`src/rtl/sonic_gearbox_pkg.sv`:
```
// Shared types and constants for the 66b-in / 40b-out TX gearbox.
package sonic_gearbox_pkg;

    localparam int unsigned GB_BLK_W           = 66;
    localparam int unsigned GB_WORD_W          = 40;
    localparam int unsigned GB_CNT_W           = 7;
    localparam int unsigned GB_PERIOD          = 33;
    localparam int unsigned GB_BLKS_PER_PERIOD = 20;

    // Merge width: a full block stacked on the largest residual that still requests one.
    localparam int unsigned GB_COMB_W          = GB_BLK_W + GB_WORD_W;
    localparam int unsigned GB_CNT_MAX         = GB_BLK_W - 1;
    localparam int unsigned GB_STAT_W          = 32;

    typedef logic [GB_BLK_W-1:0]  gb_blk_t;
    typedef logic [GB_WORD_W-1:0] gb_word_t;
    typedef logic [GB_COMB_W-1:0] gb_comb_t;
    typedef logic [GB_CNT_W-1:0]  gb_cnt_t;

    // Registered output beat towards the PMA.
    typedef struct packed {
        gb_word_t data;
        logic     valid;
    } gb_beat_t;

    // Priming state: underflow is only meaningful once a block has been taken.
    typedef enum logic {
        GB_ST_IDLE   = 1'b0,
        GB_ST_PRIMED = 1'b1
    } gb_state_e;

    // Mask selecting the lowest n bits of a block-wide vector.
    function automatic gb_blk_t gb_low_mask(input gb_cnt_t n);
        gb_blk_t m;
        for (int i = 0; i < GB_BLK_W; i++) begin
            m[i] = (GB_CNT_W'(i) < n);
        end
        return m;
    endfunction

endpackage

```
`src/rtl/sonic_gearbox_66_40_if.sv`:
```
// Encoder-side block handshake and PMA-side word stream of the TX gearbox.
interface sonic_gearbox_66_40_if;
    import sonic_gearbox_pkg::*;

    gb_blk_t  data_in;
    logic     data_in_valid;
    logic     data_req;
    gb_word_t data_out;
    logic     data_out_valid;
    logic     underflow;

    // Encoder / test side.
    modport master (
        output data_in,
        output data_in_valid,
        input  data_req,
        input  data_out,
        input  data_out_valid,
        input  underflow
    );

    // Gearbox side.
    modport slave (
        input  data_in,
        input  data_in_valid,
        output data_req,
        output data_out,
        output data_out_valid,
        output underflow
    );
endinterface

```
`src/rtl/sonic_gearbox_tx_merge.sv`:
```
// Combinational merge of the residual bits with an incoming block (the only variable shifter).
module sonic_gearbox_tx_merge
    import sonic_gearbox_pkg::*;
(
    input  gb_blk_t  res_bits,
    input  gb_cnt_t  cnt,
    input  gb_blk_t  data_in,
    input  logic     acc,
    output gb_comb_t comb,
    output gb_cnt_t  avail
);

    gb_comb_t res_ext;
    gb_comb_t blk_shift;

    // Residual is trimmed to its valid bits so nothing stale leaks above cnt.
    always_comb begin
        res_ext   = GB_COMB_W'(res_bits & gb_low_mask(cnt));
        blk_shift = GB_COMB_W'(data_in) << cnt;
    end

    // New block lands directly above the residual, LSB first.
    always_comb begin
        comb  = res_ext;
        avail = cnt;
        if (acc) begin
            comb  = res_ext | blk_shift;
            avail = cnt + GB_CNT_W'(GB_BLK_W);
        end
    end

endmodule

```
`src/rtl/sonic_gearbox_66_40.sv`:
```
// TX gearbox: pulls 66-bit blocks, emits one 40-bit word per PMA clock, LSB first.
// Optional build macro SONIC_GEARBOX_TX_STATS_EN adds blk_cnt/word_cnt counters.
module sonic_gearbox_66_40
    import sonic_gearbox_pkg::*;
(
    input  logic                  clk_in,
    input  logic                  reset,
    sonic_gearbox_66_40_if.slave  gb
`ifdef SONIC_GEARBOX_TX_STATS_EN
    ,
    output logic [GB_STAT_W-1:0]  blk_cnt,
    output logic [GB_STAT_W-1:0]  word_cnt
`endif
);

    gb_state_e state_q, state_d;
    gb_blk_t   res_q,   res_d;
    gb_cnt_t   cnt_q,   cnt_d;
    logic      req_q,   req_d;
    gb_beat_t  out_q,   out_d;
    logic      uf_q,    uf_d;

    logic      acc_c;
    gb_comb_t  comb_c;
    gb_cnt_t   avail_c;

    // A block is taken only when the registered request was up.
    always_comb begin
        acc_c = req_q & gb.data_in_valid;
    end

    sonic_gearbox_tx_merge u_merge (
        .res_bits (res_q),
        .cnt      (cnt_q),
        .data_in  (gb.data_in),
        .acc      (acc_c),
        .comb     (comb_c),
        .avail    (avail_c)
    );

    // Next-state: emit a word when 40 bits are available, otherwise hold and flag underflow.
    always_comb begin
        state_d   = state_q;
        res_d     = res_q;
        cnt_d     = cnt_q;
        out_d     = out_q;
        out_d.valid = 1'b0;
        uf_d      = uf_q;
        req_d     = 1'b0;

        if (avail_c >= GB_CNT_W'(GB_WORD_W)) begin
            out_d.data  = comb_c[GB_WORD_W-1:0];
            out_d.valid = 1'b1;
            res_d       = GB_BLK_W'(comb_c >> GB_WORD_W);
            cnt_d       = avail_c - GB_CNT_W'(GB_WORD_W);
        end else begin
            res_d = comb_c[GB_BLK_W-1:0];
            cnt_d = avail_c;
            if (state_q == GB_ST_PRIMED) begin
                uf_d = 1'b1;
            end
        end

        req_d = (cnt_d < GB_CNT_W'(GB_WORD_W));

        case (state_q)
            GB_ST_IDLE:   if (acc_c) state_d = GB_ST_PRIMED;
            GB_ST_PRIMED: state_d = GB_ST_PRIMED;
            default:      state_d = GB_ST_IDLE;
        endcase
    end

    // State register; reset drops everything immediately.
    always_ff @(posedge clk_in or posedge reset) begin
        if (reset) begin
            state_q <= GB_ST_IDLE;
            res_q   <= '0;
            cnt_q   <= '0;
            req_q   <= 1'b0;
            out_q   <= '0;
            uf_q    <= 1'b0;
        end else begin
            state_q <= state_d;
            res_q   <= res_d;
            cnt_q   <= cnt_d;
            req_q   <= req_d;
            out_q   <= out_d;
            uf_q    <= uf_d;
        end
    end

    // Drive the interface from the registered state.
    assign gb.data_req       = req_q;
    assign gb.data_out       = out_q.data;
    assign gb.data_out_valid = out_q.valid;
    assign gb.underflow      = uf_q;

`ifdef SONIC_GEARBOX_TX_STATS_EN
    // Free-running accept and word counters, wrapping silently.
    always_ff @(posedge clk_in or posedge reset) begin
        if (reset) begin
            blk_cnt  <= '0;
            word_cnt <= '0;
        end else begin
            if (acc_c) begin
                blk_cnt <= blk_cnt + GB_STAT_W'(1);
            end
            if (out_d.valid) begin
                word_cnt <= word_cnt + GB_STAT_W'(1);
            end
        end
    end
`endif

    // Residual can never exceed one block minus a bit.
    cnt_range_a: assert property (@(posedge clk_in) disable iff (reset)
        cnt_q <= GB_CNT_W'(GB_CNT_MAX))
        else $error("gearbox residual count out of range: %0d", cnt_q);

endmodule

```
`src/flat_wrapper.sv`:
```
// flat-port wrapper written by rule: the top's interface ports become plain ports
module sonic_gearbox_66_40_flat import sonic_gearbox_pkg::*;
  (clk_in, reset, gb_data_in, gb_data_in_valid, gb_data_req, gb_data_out, gb_data_out_valid, gb_underflow);
  sonic_gearbox_66_40_if gb_i ();
  input  logic clk_in;
  input  logic reset;
  input wire logic [$bits(gb_i.data_in)-1:0] gb_data_in;
  input wire logic [$bits(gb_i.data_in_valid)-1:0] gb_data_in_valid;
  output wire logic [$bits(gb_i.data_req)-1:0] gb_data_req;
  output wire logic [$bits(gb_i.data_out)-1:0] gb_data_out;
  output wire logic [$bits(gb_i.data_out_valid)-1:0] gb_data_out_valid;
  output wire logic [$bits(gb_i.underflow)-1:0] gb_underflow;
  assign gb_i.data_in = gb_data_in;
  assign gb_i.data_in_valid = gb_data_in_valid;
  assign gb_data_req = gb_i.data_req;
  assign gb_data_out = gb_i.data_out;
  assign gb_data_out_valid = gb_i.data_out_valid;
  assign gb_underflow = gb_i.underflow;
  sonic_gearbox_66_40 u_core (.clk_in(clk_in), .reset(reset), .gb(gb_i));
endmodule
```
`config.mk`:
```
export PLATFORM = sky130hd
export DESIGN_NAME = sonic_gearbox_66_40_flat
export DESIGN_NICKNAME = d
export VERILOG_FILES = /design/src/rtl/sonic_gearbox_pkg.sv /design/src/rtl/sonic_gearbox_66_40_if.sv /design/src/rtl/sonic_gearbox_tx_merge.sv /design/src/rtl/sonic_gearbox_66_40.sv /design/src/flat_wrapper.sv
export SDC_FILE = /design/constraint.sdc
export NUM_CORES = 1
export LEC_CHECK = 0
export ABC_AREA = 0
export ABC_CLOCK_PERIOD_IN_PS = 6000
export BUFFER_PORTS_ARGS = -buffer_cell sky130_fd_sc_hd__buf_4
export CELL_PAD_IN_SITES_DETAIL_PLACEMENT = 0
export CELL_PAD_IN_SITES_GLOBAL_PLACEMENT = 1
export CORE_MARGIN = 4
export CORE_UTILIZATION = 44
export DETAILED_ROUTE_END_ITERATION = 12
export PLACE_DENSITY = 0.79
export SYNTH_ARGS = -nofsm -noshare
export SYNTH_HDL_FRONTEND = slang
export SYNTH_SLANG_ARGS = --single-unit
```
`constraint.sdc`:
```
create_clock -name clk_in -period 6 [get_ports clk_in]
set_input_delay 0.3 -clock clk_in [delete_from_list [all_inputs] [get_ports clk_in]]
set_output_delay 0.3 -clock clk_in [all_outputs]
set_load 0.01 [all_outputs]
```
==> report_table.html, run 1 <==
<table>
<tr><th>Metric</th><th>Value</th></tr>
<tr><th colspan="2">Setup path</th></tr>
<tr><td>Worst EP required</td><td>6.31 ns</td></tr>
<tr><td>Cell family with the largest share of critical-path delay</td><td>buffers and inverters</td></tr>
<tr><td>Capturing element type of the critical path</td><td>flip-flop</td></tr>
<tr><td>Flop2flop setup slack</td><td>2.00 ns</td></tr>
<tr><td>Worst R2R Start</td><td>u_core.cnt_q[1]</td></tr>
<tr><td>Data arrival at the endpoint of the critical path</td><td>4.31 ns</td></tr>
<tr><td>Reg2Reg Depth</td><td>9</td></tr>
<tr><td>Peak per-stage delay on the critical path</td><td>0.58 ns</td></tr>
<tr><td>Worst flop-to-flop path endpoint</td><td>u_core.res_q[22]</td></tr>
<tr><td>Bufs and invs on worst path</td><td>3</td></tr>
<tr><td>Critical path startpoint category</td><td>flip-flop</td></tr>
<tr><td>Cell-by-cell listing of the critical path</td><td>inv_1 -&gt; ha_1 -&gt; or3b_1 -&gt; or4_1 -&gt; and4_4 -&gt; o21a_4 -&gt; inv_4 -&gt; buf_4 -&gt; mux2_2</td></tr>
<tr><td>Library cell contributing the largest single delay on the critical path</td><td>dfrtp_4</td></tr>
<tr><td>Setup CP Type</td><td>reg -&gt; reg</td></tr>
<tr><td>Critical path peak fanout</td><td>51</td></tr>
<tr><th colspan="2">GRT</th></tr>
<tr><td>Global-route wire length before repair</td><td>65200 um</td></tr>
<tr><td>Number of antenna violations at the first check in global routing</td><td>0</td></tr>
<tr><td>Number of global-route vias before repair</td><td>10.2k</td></tr>
<tr><td>Maximum number of pins on one net before global-route repair</td><td>66</td></tr>
<tr><td>Total gr overflow</td><td>0</td></tr>
<tr><td>Global-route total usage across every layer</td><td>32.9%</td></tr>
<tr><th colspan="2">Finish</th></tr>
<tr><td>Most frequent standard cell in the layout excluding fill and tap cells</td><td>buf_4</td></tr>
<tr><td>Final Net Count</td><td>1270</td></tr>
<tr><td>Antenna diode count</td><td>0</td></tr>
<tr><td>Fraction of layout cells with a size suffix above 1</td><td>25.2%</td></tr>
<tr><td>Final non-filler cell total</td><td>1524</td></tr>
<tr><td>Most used cells in the layout excluding fill and tap cells</td><td>131 x buf_4, 122 x nand2_1, 117 x nor2_1</td></tr>
<tr><td>Layout Area Growth over Synthesis</td><td>14.5%</td></tr>
<tr><th colspan="2">Hold path</th></tr>
<tr><td>Type of the most critical hold path</td><td>in -&gt; async</td></tr>
<tr><th colspan="2">Route</th></tr>
<tr><td>Routed wirelength normalized by instance count</td><td>28.4 um</td></tr>
<tr><td>Total routed wirelength</td><td>43300 um</td></tr>
<tr><td>Iteration-0 DRC count of the detailed router</td><td>1364</td></tr>
<tr><td>Number of design rule violations left after detail routing</td><td>0</td></tr>
<tr><td>Vias</td><td>10.4k</td></tr>
<tr><td>Count of nets left with antenna violations after detail routing</td><td>0</td></tr>
<tr><td>First-pass detailed-route iteration total</td><td>6</td></tr>
<tr><td>Vias per Instance</td><td>6.84</td></tr>
<tr><th colspan="2">Die</th></tr>
<tr><td>Width of the die</td><td>161 um</td></tr>
<tr><td>Height of the chip</td><td>161 um</td></tr>
<tr><td>Area enclosed by the die boundary</td><td>0.0260 sq mm</td></tr>
<tr><td>Number of rows created at floorplan</td><td>55</td></tr>
<tr><td>Core ar.</td><td>0.0228 sq mm</td></tr>
<tr><td># IOs</td><td>112</td></tr>
<tr><td>Starting Density</td><td>45.2%</td></tr>
<tr><th colspan="2">Timing</th></tr>
<tr><td>Worst rel slew slack</td><td>24.2%</td></tr>
<tr><td>Total count of max-transition violations in the final report</td><td>0</td></tr>
<tr><td>Worst Skew</td><td>0.00866 ns</td></tr>
<tr><td>Setup TNS Final</td><td>0 ns</td></tr>
<tr><td>Final Hold Violating Endpoints</td><td>0</td></tr>
<tr><td>Post-route minimum period</td><td>4.00 ns</td></tr>
<tr><td>Achievable frequency</td><td>250 MHz</td></tr>
<tr><td>Final setup slack of the worst path</td><td>2.00 ns</td></tr>
<tr><td>Number of setup violations in the final report</td><td>0</td></tr>
<tr><td>RSZ-0062 raised after global routing</td><td>no</td></tr>
<tr><td>Measured slew at the worst slew-check pin</td><td>1.13 ns</td></tr>
<tr><td>Final clock period utilization by the worst path</td><td>66.6%</td></tr>
<tr><th colspan="2">Clocking</th></tr>
<tr><td>Latest clock arrival within the worst-skew pair</td><td>0.43 ns</td></tr>
<tr><td>Number of buffers inserted during clock tree synthesis</td><td>17</td></tr>
<tr><td>Cell at the root of the clock tree</td><td>clkbuf_16</td></tr>
<tr><td>Max clock buf depth</td><td>2</td></tr>
<tr><td>Clock tree from TritonCTS</td><td>done</td></tr>
<tr><td>Resized cells post-CTS</td><td>0</td></tr>
<tr><td>Post-CTS repair timing setup buffer count</td><td>0</td></tr>
<tr><td>Maximum level of the CTS H-tree</td><td>4</td></tr>
<tr><td>Register clock-pin slew on the reported worst setup and hold paths</td><td>0.06 ns</td></tr>
<tr><td>Hold buffers post-CTS</td><td>0</td></tr>
<tr><td>Clock tree sinks</td><td>116</td></tr>
<tr><th colspan="2">Flow run</th></tr>
<tr><td>Max cap viols</td><td>0</td></tr>
<tr><th colspan="2">Yosys</th></tr>
<tr><td>Total of warnings raised by yosys</td><td>0</td></tr>
<tr><td>Top_reg_cell synth</td><td>dfrtp_1</td></tr>
<tr><td>Syn nets</td><td>1222</td></tr>
<tr><td>Post-synth EDFFs</td><td>0</td></tr>
<tr><td>FFs w/ async S/R, synth</td><td>100%</td></tr>
<tr><td>Synthesized area</td><td>0.0103 sq mm</td></tr>
<tr><td>Register area share after synthesis</td><td>28.1%</td></tr>
<tr><td>Seq cells post-synth</td><td>116</td></tr>
<tr><td>Netlist cell types</td><td>72</td></tr>
<tr><td>Average instance area after synthesis</td><td>8.97 sq um</td></tr>
<tr><td>Post-synthesis cell count</td><td>1150</td></tr>
<tr><th colspan="2">Power</th></tr>
<tr><td>Overall power after layout</td><td>8.62 mW</td></tr>
<tr><td>PwrDens</td><td>730 mW/mm^2</td></tr>
<tr><td>Reported leakage power</td><td>4.84 nW</td></tr>
<tr><td>Worst vdd rail ir drop</td><td>0.335 mV</td></tr>
<tr><th colspan="2">Place</th></tr>
<tr><td>Count of port buffers added during placement</td><td>111</td></tr>
<tr><td>Pre-CTS WS</td><td>2.04 ns</td></tr>
<tr><td>Placed Cells</td><td>1492</td></tr>
<tr><td>Final estimated routing congestion in global placement</td><td>1.04</td></tr>
<tr><td>HPWL Detailed</td><td>31900 um</td></tr>
<tr><th colspan="2">Status</th></tr>
<tr><td>Outcome</td><td>finished clean</td></tr>
</table>
## power by group
group          internal [mW]  switching, mW
clock                  0.687          0.399
combinational           2.21           3.93
sequential              1.11          0.288
total                   4.01           4.61
## registers in the layout, summed over array words and instances (netlist names)
name	flops
u_core.cnt_q	6
u_core.gb.underflow	1
u_core.res_q	66
u_core.gb.data_out_valid	1
u_core.state_q	1
u_core.gb.data_req	1
u_core.gb.data_out	40
## cell type report
class                   instances  area (sq um)
clock buffers                  21           470
clock inverters                11           149
fillers                      2222         11000
inverters                      12          50.0
multi-input cells             919          6840
flip-flops and latches        116          2910
well taps                     313           392
repair buffers                132          1000
## cell usage after synthesis, drive strengths merged, types with 28 or more instances
library cell / count / area (sq um)
nand2: 123 / 464
nor2: 117 / 439
dfrtp: 116 / 2900
mux2i: 85 / 851
a21oi: 84 / 420
buf: 65 / 388
mux2: 64 / 721
o21ai: 58 / 290
mux4: 51 / 1150
o22ai: 41 / 257
clkbuf: 38 / 143
a22oi: 28 / 210
## metrics by stage
step	instance area, sq um	hold WS [ns]	util [%]
after CTS	11800	0.101	51.7
after detailed placement	11200	0.446	49.0
after floorplan	10300	0.435	-
final	11800	0.0732	51.7
after global placement	11200	0.439	49.0
after global routing	11800	0.140	51.7
## per-layer routing
metal  part of all wire, %  track usage, %
met1                    40            43.4
met5                     0               0
met2                    46            52.1
met3                   8.7            6.61
met4                   5.4            15.8
## worst max path at each step
stage	depth (start not counted)	startpoint	endpoint	slack [ns]
6_report	9	u_core.cnt_q[1]	u_core.res_q[22]	2.00
5_1_grt	9	u_core.cnt_q[1]	u_core.gb.data_out[30]	1.79
4_1_cts	9	u_core.cnt_q[1]	u_core.gb.data_out[30]	2.03
3_5_place_dp	9	u_core.cnt_q[1]	u_core.gb.data_out[22]	2.04
3_3_place_gp	9	u_core.cnt_q[1]	u_core.gb.data_out[30]	2.08
2_1_floorplan	15	u_core.cnt_q[2]	u_core.gb.data_out[17]	2.39
## cell families (layout without fill, tap and decap cells)
group	Yosys count	count (layout)	synth area share (%)
flip-flops	116	116	28.1
buffers and inverters	115	176	5.58
AND/OR/NAND/NOR	350	350	15.3
multiplexers	200	200	26.4
adder cells (fa/ha/maj)	3	3	0.364
XOR/XNOR	8	8	0.679
AO/OA/AOI/OAI	358	358	23.6
No activity file was read; power rests on OpenSTA's default activity.
==> inputs of run 2 (changes only) <==
--- a/config.mk
+++ b/config.mk
@@ -6,12 +6,12 @@
 export NUM_CORES = 1
 export LEC_CHECK = 0
 export ABC_AREA = 0
-export ABC_CLOCK_PERIOD_IN_PS = 6000
+export ABC_CLOCK_PERIOD_IN_PS = 3200
 export BUFFER_PORTS_ARGS = -buffer_cell sky130_fd_sc_hd__buf_4
 export CELL_PAD_IN_SITES_DETAIL_PLACEMENT = 0
 export CELL_PAD_IN_SITES_GLOBAL_PLACEMENT = 1
 export CORE_MARGIN = 4
-export CORE_UTILIZATION = 44
+export CORE_UTILIZATION = 42
 export DETAILED_ROUTE_END_ITERATION = 12
 export PLACE_DENSITY = 0.79
 export SYNTH_ARGS = -nofsm -noshare
==> constraint.sdc (replaced) <==
create_clock -name clk_in -period 3.2 [get_ports clk_in]
set_input_delay 0.16 -clock clk_in [delete_from_list [all_inputs] [get_ports clk_in]]
set_output_delay 0.16 -clock clk_in [all_outputs]
set_load 0.01 [all_outputs]
==> report_table.html, run 2 (synthesis gave the netlist of run 1 again) <==
<table>
<tr><th>Metric</th><th>Value</th></tr>
<tr><th colspan="2">Route</th></tr>
<tr><td>First-pass detailed-route iteration total</td><td>6 (unchanged)</td></tr>
<tr><td>Iteration-0 DRC count of the detailed router</td><td>1339 (-1.8%)</td></tr>
<tr><td>Count of nets left with antenna violations after detail routing</td><td>0 (unchanged)</td></tr>
<tr><td>Routed wirelength normalized by instance count</td><td>28.1 um (-1.2%)</td></tr>
<tr><td>Total routed wirelength</td><td>45000 um (+4.0%)</td></tr>
<tr><td>Vias</td><td>10.8k (+3.2%)</td></tr>
<tr><td>Vias per Instance</td><td>6.71 (-1.9%)</td></tr>
<tr><td>Number of design rule violations left after detail routing</td><td>0 (unchanged)</td></tr>
<tr><th colspan="2">Finish</th></tr>
<tr><td>Layout Area Growth over Synthesis</td><td>21.1%</td></tr>
<tr><td>Antenna diode count</td><td>0 (unchanged)</td></tr>
<tr><td>Final Net Count</td><td>1338 (+5.4%)</td></tr>
<tr><td>Most used cells in the layout excluding fill and tap cells</td><td>187 x buf_4, 122 x nand2_1, 117 x nor2_1</td></tr>
<tr><td>Final non-filler cell total</td><td>1603 (+5.2%)</td></tr>
<tr><td>Fillers</td><td>2287 (+2.9%)</td></tr>
<tr><td>Register with the most flip-flops</td><td>u_core.res_q</td></tr>
<tr><td>Largest register FFs</td><td>66 (unchanged)</td></tr>
<tr><td>Area taken by multi-input logic gates</td><td>0.00689 sq mm (+0.77%)</td></tr>
<tr><td>Fraction of layout cells with a size suffix above 1</td><td>29.4% (+4.2 points)</td></tr>
<tr><td>Most frequent standard cell in the layout excluding fill and tap cells</td><td>buf_4</td></tr>
<tr><td>Register area</td><td>0.00291 sq mm (unchanged)</td></tr>
<tr><th colspan="2">Clocking</th></tr>
<tr><td>Latest clock arrival within the worst-skew pair</td><td>0.44 ns (about the same)</td></tr>
<tr><td>Clock tree from TritonCTS</td><td>done</td></tr>
<tr><td>Clock tree sinks</td><td>116 (unchanged)</td></tr>
<tr><td>Cell at the root of the clock tree</td><td>clkbuf_16</td></tr>
<tr><td>Number of buffers inserted during clock tree synthesis</td><td>17 (unchanged)</td></tr>
<tr><td>Maximum level of the CTS H-tree</td><td>4 (unchanged)</td></tr>
<tr><td>Max clock buf depth</td><td>2 (unchanged)</td></tr>
<tr><td>Post-CTS repair timing setup buffer count</td><td>0 (unchanged)</td></tr>
<tr><td>Register clock-pin slew on the reported worst setup and hold paths</td><td>0.07 ns (about the same)</td></tr>
<tr><th colspan="2">Setup path</th></tr>
<tr><td>Path length in cells of the critical path</td><td>6 (-3)</td></tr>
<tr><td>Data arrival at the endpoint of the critical path</td><td>3.50 ns (-0.81 ns)</td></tr>
<tr><td>Worst EP required</td><td>3.55 ns (-2.76 ns)</td></tr>
<tr><td>Cell family with the largest share of critical-path delay</td><td>simple AND/OR/NAND/NOR gates</td></tr>
<tr><td>Setup CP Type</td><td>reg -&gt; reg</td></tr>
<tr><td>Reg2Reg Depth</td><td>6 (-3)</td></tr>
<tr><td>Critical path startpoint category</td><td>flip-flop</td></tr>
<tr><td>Library cell contributing the largest single delay on the critical path</td><td>nor2b_1</td></tr>
<tr><td>Cell-by-cell listing of the critical path</td><td>nor2b_1 -&gt; nand2_1 -&gt; nor3_1 -&gt; a221oi_1 -&gt; o21a_1 -&gt; o22ai_1</td></tr>
<tr><td>Capturing element type of the critical path</td><td>flip-flop</td></tr>
<tr><td>Bufs and invs on worst path</td><td>0 (-3)</td></tr>
<tr><td>Critical path peak fanout</td><td>27 (-47%)</td></tr>
<tr><td>Peak per-stage delay on the critical path</td><td>1.01 ns (+0.43 ns)</td></tr>
<tr><th colspan="2">GRT</th></tr>
<tr><td>Global-route wire length before repair</td><td>66500 um (+2.1%)</td></tr>
<tr><td>Number of antenna violations at the first check in global routing</td><td>0 (unchanged)</td></tr>
<tr><td>Number of global-route vias before repair</td><td>10.3k (+1.8%)</td></tr>
<tr><td>Global-route total usage across every layer</td><td>33.0% (about the same)</td></tr>
<tr><td>Maximum number of pins on one net before global-route repair</td><td>109 (+65%)</td></tr>
<tr><td>Total gr overflow</td><td>0 (unchanged)</td></tr>
<tr><th colspan="2">Timing</th></tr>
<tr><td>RSZ-0062 raised after global routing</td><td>no</td></tr>
<tr><td>Final Hold Violating Endpoints</td><td>0 (unchanged)</td></tr>
<tr><td>Total count of max-transition violations in the final report</td><td>0 (unchanged)</td></tr>
<tr><td>Setup TNS Final</td><td>0 ns (unchanged)</td></tr>
<tr><td>Achievable frequency</td><td>318 MHz (+27%)</td></tr>
<tr><td>Final clock period utilization by the worst path</td><td>98.4% (+32 points)</td></tr>
<tr><td>Worst rel slew slack</td><td>22.3% (-1.9 points)</td></tr>
<tr><td>Number of setup violations in the final report</td><td>0 (unchanged)</td></tr>
<tr><td>Measured slew at the worst slew-check pin</td><td>1.16 ns (+0.0296 ns)</td></tr>
<tr><td>Final hold slack</td><td>0.282 ns (+0.209 ns)</td></tr>
<tr><td>Worst Skew</td><td>0.0139 ns (+0.00529 ns)</td></tr>
<tr><td>Post-route minimum period</td><td>3.15 ns (-0.848 ns)</td></tr>
<tr><th colspan="2">Place</th></tr>
<tr><td>Placed Cells</td><td>1570 (+5.2%)</td></tr>
<tr><td>HPWL Detailed</td><td>34000 um (+6.5%)</td></tr>
<tr><td>Final estimated routing congestion in global placement</td><td>1.06 (+2.1%)</td></tr>
<tr><td>Count of port buffers added during placement</td><td>111 (unchanged)</td></tr>
<tr><th colspan="2">Die</th></tr>
<tr><td>Area enclosed by the die boundary</td><td>0.0271 sq mm (+4.5%)</td></tr>
<tr><td>Width of the die</td><td>165 um (+2.2%)</td></tr>
<tr><td>Starting Density</td><td>42.5% (-2.6 points)</td></tr>
<tr><td># IOs</td><td>112 (unchanged)</td></tr>
<tr><td>Number of rows created at floorplan</td><td>57 (+3.6%)</td></tr>
<tr><td>Height of the chip</td><td>165 um (+2.2%)</td></tr>
<tr><td>Core ar.</td><td>0.0242 sq mm (+6.1%)</td></tr>
<tr><th colspan="2">Power</th></tr>
<tr><td>Worst vdd rail ir drop</td><td>0.777 mV (+130%)</td></tr>
<tr><td>Reported leakage power</td><td>5.21 nW (+7.8%)</td></tr>
<tr><td>PwrDens</td><td>1390 mW/mm^2 (+90%)</td></tr>
<tr><td>Overall power after layout</td><td>17.3 mW (+100%)</td></tr>
<tr><th colspan="2">Status</th></tr>
<tr><td>Outcome</td><td>finished clean</td></tr>
<tr><th colspan="2">Flow run</th></tr>
<tr><td>Max cap viols</td><td>0 (unchanged)</td></tr>
<tr><th colspan="2">Hold path</th></tr>
<tr><td>Type of the most critical hold path</td><td>in -&gt; reg</td></tr>
<tr><td>Number of stages on the worst hold path</td><td>4</td></tr>
</table>
-- run 2: repair_timing --
| item | in CTS | in global routing |
|---|---|---|
| endpoints found under the setup margin | 0 | 5 |
| hold buffers | 1 | 0 |
| gates resized for setup | 0 | 2 |
| hold endpoints to repair | 32 | 0 |
-- run 2: metal layers --
metal  part of all wire, %  vias up  global-route usage, %
li1                      -     4627                      -
met1                    39     5257                   43.7
met2                    46      707                   51.8
met3                   9.8      163                   6.89
met4                   5.6        0                   15.4
met5                     0        -                      0
-- run 2: cell type report --
type | instances | area share, %
Clock inverter | 14 | 1.20
Multi-Input combinational cell | 919 | 55.2
Clock buffer | 18 | 3.52
Inverter | 12 | 0.431
Tap cell | 324 | 3.25
Timing Repair Buffer | 200 | 13.1
Sequential cell | 116 | 23.3
-- run 2: worst register-to-register path: cells and delay by family, from the launching register on --
family          cells  cell delay [ns]
compound gates      3             0.41
simple gates        3             1.98
flops               1             0.68
-- run 2: final timing paths --
| check | slack [ns] | end | from |
|---|---|---|---|
| worst max register to register | 0.05 | u_core.res_q[55] | u_core.cnt_q[6] |
| max in group asynchronous | 1.84 | u_core.res_q[42] | reset |
| worst min register to register | 0.47 | u_core.state_q | u_core.state_q |
| worst min-delay path | 0.28 | u_core.cnt_q[3] | gb_data_in_valid |
| worst max-delay path | 0.05 | u_core.res_q[55] | u_core.cnt_q[6] |
| min in group asynchronous | 0.43 | u_core.res_q[14] | reset |
-- run 2: per-stage QoR --
step | instance area [sq um] | setup slack, ns | utilization (%)
2_1_floorplan | 10500 | -0.0882 | -
3_3_place_gp | 11900 | 0.147 | 49.0
3_5_place_dp | 11900 | 0.117 | 49.0
4_1_cts | 12500 | 0.0879 | 51.5
5_1_grt | 12500 | 0.0244 | 51.5
6_report | 12500 | 0.0505 | 51.5
-- run 2: power by group --
| part | total [mW] | internal, mW | switching (mW) |
|---|---|---|---|
| sequential | 2.49 | 2.09 | 0.404 |
| combinational | 12.9 | 5.03 | 7.83 |
| clock | 1.96 | 1.17 | 0.782 |
